File: src/rtl/led_scan_ctrl_if.sv
// ---------------------------------------------------------------------------
// led_scan_ctrl_if
// Bundles the host load interface and the display-side outputs of the LED
// scan controller.
//   master : the host. Drives load/digits_in/dots_in/en_in/lz_sup and
//            observes the display outputs.
//   slave  : the scan controller. Receives the frame data and drives
//            dig_ctrl/blank/digit_sel_n/frame_start/upd_done.
// Signals:
//   load         one-cycle strobe, captures the frame inputs into pending
//   digits_in    4 bits per digit, digit k at [4k+3:4k], k=0 rightmost
//   dots_in      decimal point flag per digit
//   en_in        per-digit enable, 0 keeps that digit dark
//   lz_sup       leading-zero suppression, sampled live
//   dig_ctrl     {dot, nibble} of the digit in the current slot
//   blank        high during the blanking window of each slot
//   digit_sel_n  active-low digit select
//   frame_start  pulse on the first cycle of slot 0
//   upd_done     pulse when pending data has been committed
// ---------------------------------------------------------------------------
interface led_scan_ctrl_if #(
    parameter int NUM_DIGITS = 8
);
    logic                    load;
    logic [4*NUM_DIGITS-1:0] digits_in;
    logic [NUM_DIGITS-1:0]   dots_in;
    logic [NUM_DIGITS-1:0]   en_in;
    logic                    lz_sup;
    logic [4:0]              dig_ctrl;
    logic                    blank;
    logic [NUM_DIGITS-1:0]   digit_sel_n;
    logic                    frame_start;
    logic                    upd_done;

    modport master (
        output load, digits_in, dots_in, en_in, lz_sup,
        input  dig_ctrl, blank, digit_sel_n, frame_start, upd_done
    );

    modport slave (
        input  load, digits_in, dots_in, en_in, lz_sup,
        output dig_ctrl, blank, digit_sel_n, frame_start, upd_done
    );
endinterface

File: src/rtl/led_scan_ctrl.sv
// ---------------------------------------------------------------------------
// led_scan_ctrl
// Time-multiplexed scan controller for a common-anode multi-digit 7-segment
// display. Holds a double-buffered frame (digits, dots, enables), steps
// through the digits one slot at a time and opens a blanking window at the
// start of each slot to avoid ghosting. New frame data is committed only at
// a frame boundary, so a frame never mixes old and new data.
// Ports:
//   clk  system clock
//   rst  asynchronous, active-high reset
//   bus  led_scan_ctrl_if.slave (load handshake in, display drive out)
// Parameters:
//   NUM_DIGITS 2..8, SCAN_DIV >= 2 cycles per slot,
//   BLANK_CYC  0 < BLANK_CYC < SCAN_DIV blanking cycles per slot
// ---------------------------------------------------------------------------
module led_scan_ctrl #(
    parameter int NUM_DIGITS = 8,
    parameter int SCAN_DIV   = 50000,
    parameter int BLANK_CYC  = 16
) (
    input  logic           clk,
    input  logic           rst,
    led_scan_ctrl_if.slave bus
);
    localparam int IDX_W = $clog2(NUM_DIGITS);
    localparam int PRE_W = $clog2(SCAN_DIV);

    localparam logic [PRE_W-1:0] PRE_LAST      = PRE_W'(SCAN_DIV - 1);
    localparam logic [PRE_W-1:0] PRE_BLANK_END = PRE_W'(BLANK_CYC);
    localparam logic [IDX_W-1:0] IDX_LAST      = IDX_W'(NUM_DIGITS - 1);

    // Scan position
    logic [PRE_W-1:0] pre_q, pre_nxt;
    logic [IDX_W-1:0] idx_q, idx_nxt;

    // Active (displayed) and pending (loaded, not yet shown) frames
    logic [4*NUM_DIGITS-1:0] act_digits_q, act_digits_nxt, pend_digits_q;
    logic [NUM_DIGITS-1:0]   act_dots_q,   act_dots_nxt,   pend_dots_q;
    logic [NUM_DIGITS-1:0]   act_en_q,     act_en_nxt,     pend_en_q;
    logic                    pend_valid_q;

    // Registered outputs
    logic [4:0]            dig_ctrl_q;
    logic                  blank_q;
    logic [NUM_DIGITS-1:0] sel_n_q;
    logic                  frame_start_q;
    logic                  upd_done_q;

    logic                  wrap;
    logic                  commit;
    logic [NUM_DIGITS-1:0] visible;
    logic                  lit_above;
    logic                  zero_code;
    logic                  suppressed;
    logic [NUM_DIGITS-1:0] sel_n_nxt;

    assign wrap   = (pre_q == PRE_LAST);
    assign commit = wrap && (idx_q == IDX_LAST) && pend_valid_q;

    assign pre_nxt = wrap ? '0 : pre_q + 1'b1;
    assign idx_nxt = !wrap ? idx_q : ((idx_q == IDX_LAST) ? '0 : idx_q + 1'b1);

    assign act_digits_nxt = commit ? pend_digits_q : act_digits_q;
    assign act_dots_nxt   = commit ? pend_dots_q   : act_dots_q;
    assign act_en_nxt     = commit ? pend_en_q     : act_en_q;

    // Outputs are registered from the next-state view of the scan position
    // and active frame, so they line up with the cycle in which the
    // prescaler reads a given value, and a committed frame appears from the
    // first cycle of slot 0.
    //
    // Leading-zero suppression: walking down from the top digit, a blank
    // digit (nibble 0, no dot) stays dark while no enabled digit above it
    // has been lit. Disabled digits are transparent to the walk.
    always_comb begin
        // NOTE: every variable gets a default before the loop so that no
        // path leaves it unassigned; otherwise a latch would be inferred.
        visible    = '0;
        lit_above  = 1'b0;
        zero_code  = 1'b0;
        suppressed = 1'b0;
        for (int k = NUM_DIGITS - 1; k >= 0; k--) begin
            zero_code  = (act_digits_nxt[4*k +: 4] == 4'h0) && !act_dots_nxt[k];
            suppressed = bus.lz_sup && (k != 0) && zero_code && !lit_above;
            visible[k] = act_en_nxt[k] && !suppressed;
            if (visible[k]) begin
                lit_above = 1'b1;
            end
        end
    end

    always_comb begin
        sel_n_nxt = '1;
        if ((pre_nxt >= PRE_BLANK_END) && visible[idx_nxt]) begin
            sel_n_nxt[idx_nxt] = 1'b0;
        end
    end

    // NOTE: non-blocking assignments only, so every flop samples the values
    // from before this edge regardless of statement order.
    always_ff @(posedge clk or posedge rst) begin
        if (rst) begin
            pre_q         <= '0;
            idx_q         <= '0;
            // NOTE: the frame buffers are plain flops and are cleared here so
            // the display stays dark until a load has been committed.
            act_digits_q  <= '0;
            act_dots_q    <= '0;
            act_en_q      <= '0;
            pend_digits_q <= '0;
            pend_dots_q   <= '0;
            pend_en_q     <= '0;
            pend_valid_q  <= 1'b0;
            dig_ctrl_q    <= '0;
            blank_q       <= 1'b1;
            sel_n_q       <= '1;
            frame_start_q <= 1'b0;
            upd_done_q    <= 1'b0;
        end else begin
            pre_q        <= pre_nxt;
            idx_q        <= idx_nxt;
            act_digits_q <= act_digits_nxt;
            act_dots_q   <= act_dots_nxt;
            act_en_q     <= act_en_nxt;

            // A load on the boundary cycle still becomes pending: the old
            // pending frame commits and the new one waits for the next boundary.
            if (bus.load) begin
                pend_digits_q <= bus.digits_in;
                pend_dots_q   <= bus.dots_in;
                pend_en_q     <= bus.en_in;
                pend_valid_q  <= 1'b1;
            end else if (commit) begin
                pend_valid_q  <= 1'b0;
            end

            dig_ctrl_q    <= {act_dots_nxt[idx_nxt], act_digits_nxt[{idx_nxt, 2'b00} +: 4]};
            blank_q       <= (pre_nxt < PRE_BLANK_END);
            sel_n_q       <= sel_n_nxt;
            frame_start_q <= (pre_nxt == '0) && (idx_nxt == '0);
            upd_done_q    <= commit;
        end
    end

    assign bus.dig_ctrl    = dig_ctrl_q;
    assign bus.blank       = blank_q;
    assign bus.digit_sel_n = sel_n_q;
    assign bus.frame_start = frame_start_q;
    assign bus.upd_done    = upd_done_q;
endmodule

File: src/flat_wrapper.sv
// flat-port wrapper written by rule: the top's interface ports become plain ports
module led_scan_ctrl_flat 
#(
    parameter int NUM_DIGITS = 8,
    parameter int SCAN_DIV   = 50000,
    parameter int BLANK_CYC  = 16
)
  (clk, rst, bus_load, bus_digits_in, bus_dots_in, bus_en_in, bus_lz_sup, bus_dig_ctrl, bus_blank, bus_digit_sel_n, bus_frame_start, bus_upd_done);
  led_scan_ctrl_if #(.NUM_DIGITS(NUM_DIGITS)) bus_i ();
  input  logic clk;
  input  logic rst;
  input wire logic [$bits(bus_i.load)-1:0] bus_load;
  input wire logic [$bits(bus_i.digits_in)-1:0] bus_digits_in;
  input wire logic [$bits(bus_i.dots_in)-1:0] bus_dots_in;
  input wire logic [$bits(bus_i.en_in)-1:0] bus_en_in;
  input wire logic [$bits(bus_i.lz_sup)-1:0] bus_lz_sup;
  output wire logic [$bits(bus_i.dig_ctrl)-1:0] bus_dig_ctrl;
  output wire logic [$bits(bus_i.blank)-1:0] bus_blank;
  output wire logic [$bits(bus_i.digit_sel_n)-1:0] bus_digit_sel_n;
  output wire logic [$bits(bus_i.frame_start)-1:0] bus_frame_start;
  output wire logic [$bits(bus_i.upd_done)-1:0] bus_upd_done;
  assign bus_i.load = bus_load;
  assign bus_i.digits_in = bus_digits_in;
  assign bus_i.dots_in = bus_dots_in;
  assign bus_i.en_in = bus_en_in;
  assign bus_i.lz_sup = bus_lz_sup;
  assign bus_dig_ctrl = bus_i.dig_ctrl;
  assign bus_blank = bus_i.blank;
  assign bus_digit_sel_n = bus_i.digit_sel_n;
  assign bus_frame_start = bus_i.frame_start;
  assign bus_upd_done = bus_i.upd_done;
  led_scan_ctrl #(.NUM_DIGITS(NUM_DIGITS), .SCAN_DIV(SCAN_DIV), .BLANK_CYC(BLANK_CYC)) u_core (.clk(clk), .rst(rst), .bus(bus_i));
endmodule
File: config.mk
export PLATFORM = sky130hd
export DESIGN_NAME = led_scan_ctrl_flat
export DESIGN_NICKNAME = d
export VERILOG_FILES = /design/src/rtl/led_scan_ctrl_if.sv /design/src/rtl/led_scan_ctrl.sv /design/src/flat_wrapper.sv
export SDC_FILE = /design/constraint.sdc
export NUM_CORES = 1
export LEC_CHECK = 0
export ABC_AREA = 1
export BUFFER_PORTS_ARGS = -buffer_cell sky130_fd_sc_hd__buf_2
export CAP_MARGIN = 20
export CORE_MARGIN = 10
export CORE_UTILIZATION = 43
export CTS_BUF_LIST = sky130_fd_sc_hd__clkbuf_8
export DETAILED_ROUTE_END_ITERATION = 8
export PLACE_DENSITY = 0.64
export SLEW_MARGIN = 10
export SYNTH_ARGS = -nofsm -noshare
export SYNTH_HDL_FRONTEND = slang
export SYNTH_SLANG_ARGS = --single-unit
File: constraint.sdc
create_clock -name clk -period 6.4 [get_ports clk]
set_input_delay 0.64 -clock clk [delete_from_list [all_inputs] [get_ports clk]]
set_output_delay 0.64 -clock clk [all_outputs]
set_load 0.005 [all_outputs]
==> metrics <==
Resize count post-CTS 0; DIE WIDTH about 140 um; DRC viols 0; pre-CTS setup slack around 2.7 ns; CP peak stage delay about 0.5 ns; Top Ports a little under 70; clock slew at reported path FFs around 0.070 ns; Max Fanout on Critical Path 56; Post-Syn Instances ~670; Net Switching roughly 0.38 mW; fmax around 310 MHz; ys async rst share 1.00; # diodes 0; most common cell after layout, fill and taps aside nand2_1; area leader, netlist dfrtp_1; dominant cell type by count on the critical path nand2_1; status finished clean; Worst EP arrival around 3.6 ns; Layout area overhead 14.0%; hold slack approximately 0.36 ns; Final #Nets a little under 800; clk_skew approximately 0.0092 ns; switching share of power 0.232; number of global-route vias before repair around 4700; htree depth 4; initial antenna violation count 0; FP Rows 42; die area 19000 um^2; CTS tree built; crit path cell chain ha_1 > ha_1 > nand4_4 > buf_12 > nand2_1 > o21ai_1 > nor2_1 > nand3_1 > nor3_1 > o21ai_1 > a21oi_2 > nand2_1 > nand2_1 > nand2_2 > nand4_1; core footprint between 10000 and 15000 um^2; VDD IR max 0.000136 V; YS warnings 0; startpoint type of the worst setup path register; Yosys top cell area share 0.516; Post-Route Utilization 0.508; Finished Cell Area 6810 um^2; via count between 4000 and 5000; Yosys reg bits between 100 and 150; GPL Wtd Cong slightly below 0.9; Initial Utilization 0.445; fin crit share 0.504; first-pass GRT wire length 23600 um; Post-synth EDFFs 0; Final Slew Violations 0; Iter 0 DRT Violations between 300 and 400; post-DR vias/cell just under 5; CTS buffer count 17; final setup vio count 0; Int Power 1.24 mW; crit path time final around 3.2 ns; dpl cell area roughly 6400 um^2; IO Port Bufs 67; worst-case clock buffer depth 2; top cell family by delay on the critical path simple AND/OR/NAND/NOR gates; critical path required time about 6.8 ns; Synth Cell Area around 6000 um^2; layout cells sized above 1 0.213; TritonRoute pass-1 iters 5; synthesized area per cell 8.88 um^2; postcts setup bufs 0; hold_buf cts 0; clk_lat worst skew approximately 0.44 ns; Distinct cells, synth 38; remaining antenna violation count 0; Net Count, Synth just over 700; Congestion Overflow GR 0; die height ~140 um; most frequent cells in the layout 177 x nand2_1, 123 x dfrtp_1, 96 x inv_1, 67 x buf_2, 54 x o21ai_0; Logic pwr share 0.049; relative slew slack 0.355; Root Driver clkbuf_8; setup ws final ~3.2 ns; Avg WL per Cell between 15 and 20 um; Worst Tran Pin Value 0.960 ns; Main synth FF type dfrtp_1; CP Class reg2reg; Clk pwr share 0.413; max_cap viols 0; largest net degree at the start of global routing 78; GRT Overall Usage 0.158; final hold violations 0; RSZ-0062 raised after global routing false; sum of buffers and inverters on the critical path 1; Fillers ~1300; total power approximately 1.6 mW; Cell Count, Final, Fillers Out 928; PD cells around 240 nW/um^2; placed cells approximately 900; HPWL after DPL 10600 um; HP Class in2async; Area contributors post-synth dfrtp_1 52%, nand2_1 11%, inv_1 6.0%; setup TNS 0 ns; P_leak about 3.5 nW; Seq/Total Area, Yosys 0.555; CP Capture Type register; slowest stage cell, crit path ha_1; Sequential Power Share 0.538; WL final 14200 um; Num Clock Sinks 132
worst paths after layout:
path	from	end	slack [ns]	cells after the start
worst max-delay path	u_core.idx_q[0]$_DFF_PP0_	u_core.bus.digit_sel_n[1]$_DFF_PP1_	3.17	15
worst min-delay path	rst	u_core.pend_digits_q[29]$_DFFE_PP0P_	0.36	2
worst max register to register	u_core.idx_q[0]$_DFF_PP0_	u_core.bus.digit_sel_n[1]$_DFF_PP1_	3.17	15
worst min register to register	u_core.pend_digits_q[26]$_DFFE_PP0P_	u_core.pend_digits_q[26]$_DFFE_PP0P_	0.48	2
max in group asynchronous	rst	u_core.pend_digits_q[16]$_DFFE_PP0P_	4.67	3
min in group clk	bus_digits_in[27]	u_core.pend_digits_q[27]$_DFFE_PP0P_	0.40	3
cell usage after synthesis, types with 2 or more instances:
| library cell | instances |
|---|---|
| a21oi_1 | 8 |
| a21oi_2 | 2 |
| a22oi_1 | 18 |
| buf_2 | 3 |
| buf_6 | 6 |
| clkbuf_1 | 11 |
| dfrtp_1 | 123 |
| dfstp_2 | 9 |
| ha_1 | 3 |
| inv_1 | 95 |
| inv_2 | 3 |
| nand2_1 | 177 |
| nand2_2 | 13 |
| nand3_1 | 17 |
| nand3_2 | 3 |
| nand4_1 | 18 |
| nand4_2 | 6 |
| nor2_1 | 34 |
| nor2_2 | 6 |
| nor2_4 | 5 |
| nor3_1 | 7 |
| nor3_2 | 5 |
| nor4_1 | 6 |
| o21ai_0 | 54 |
| o21ai_1 | 23 |
| o21ai_2 | 4 |
| xor2_1 | 2 |
layout make-up:
class | count | area (um^2) | area share
clock inverters | 12 | 115 | 0.0169
well taps | 176 | 220 | 0.0323
multi-input cells | 420 | 2150 | 0.316
flip-flops and latches | 132 | 3310 | 0.487
clock buffers | 19 | 262 | 0.0384
repair buffers | 70 | 370 | 0.0544
inverters | 99 | 377 | 0.0553
cells by family after synthesis:
kind of cell	count (synthesis)	share of synthesized area
buf+inv	120	0.0847
compound gates	112	0.108
simple gates	303	0.243
xor+xnor	2	0.00293
fa+ha+maj	3	0.00629
flops	132	0.555
power groups by stage:
| stage | Sequential, mW | Combinational [mW] | Clock [mW] |
|---|---|---|---|
| finish | 0.872 | 0.0789 | 0.670 |
| floorplan | 0.884 | 0.0493 | 0 |
| global route | 0.874 | 0.0937 | 0.729 |
| global placement | 0.887 | 0.0793 | 0 |
| CTS | 0.872 | 0.0820 | 0.689 |
| detailed placement | 0.888 | 0.0817 | 0 |
state kept, by name, summed over array words and instances, names as in the netlist, 3 cells and up:
name / count
u_core.act_digits_q: 32
u_core.pend_digits_q: 32
u_core.pre_q: 16
u_core.act_dots_q: 8
u_core.act_en_q: 8
u_core.bus.digit_sel_n: 8
u_core.pend_dots_q: 8
u_core.pend_en_q: 8
u_core.bus.dig_ctrl: 5
u_core.idx_q: 3
per-layer routing:
metal  global-route usage  wire length (um)  part of all wire
met5                    0                 0                 0
met4               0.0556               213             0.015
met3               0.0437               814             0.057
met2                0.241              6530              0.46
met1                0.211              6670              0.47
(Power assumes the default switching activity.)
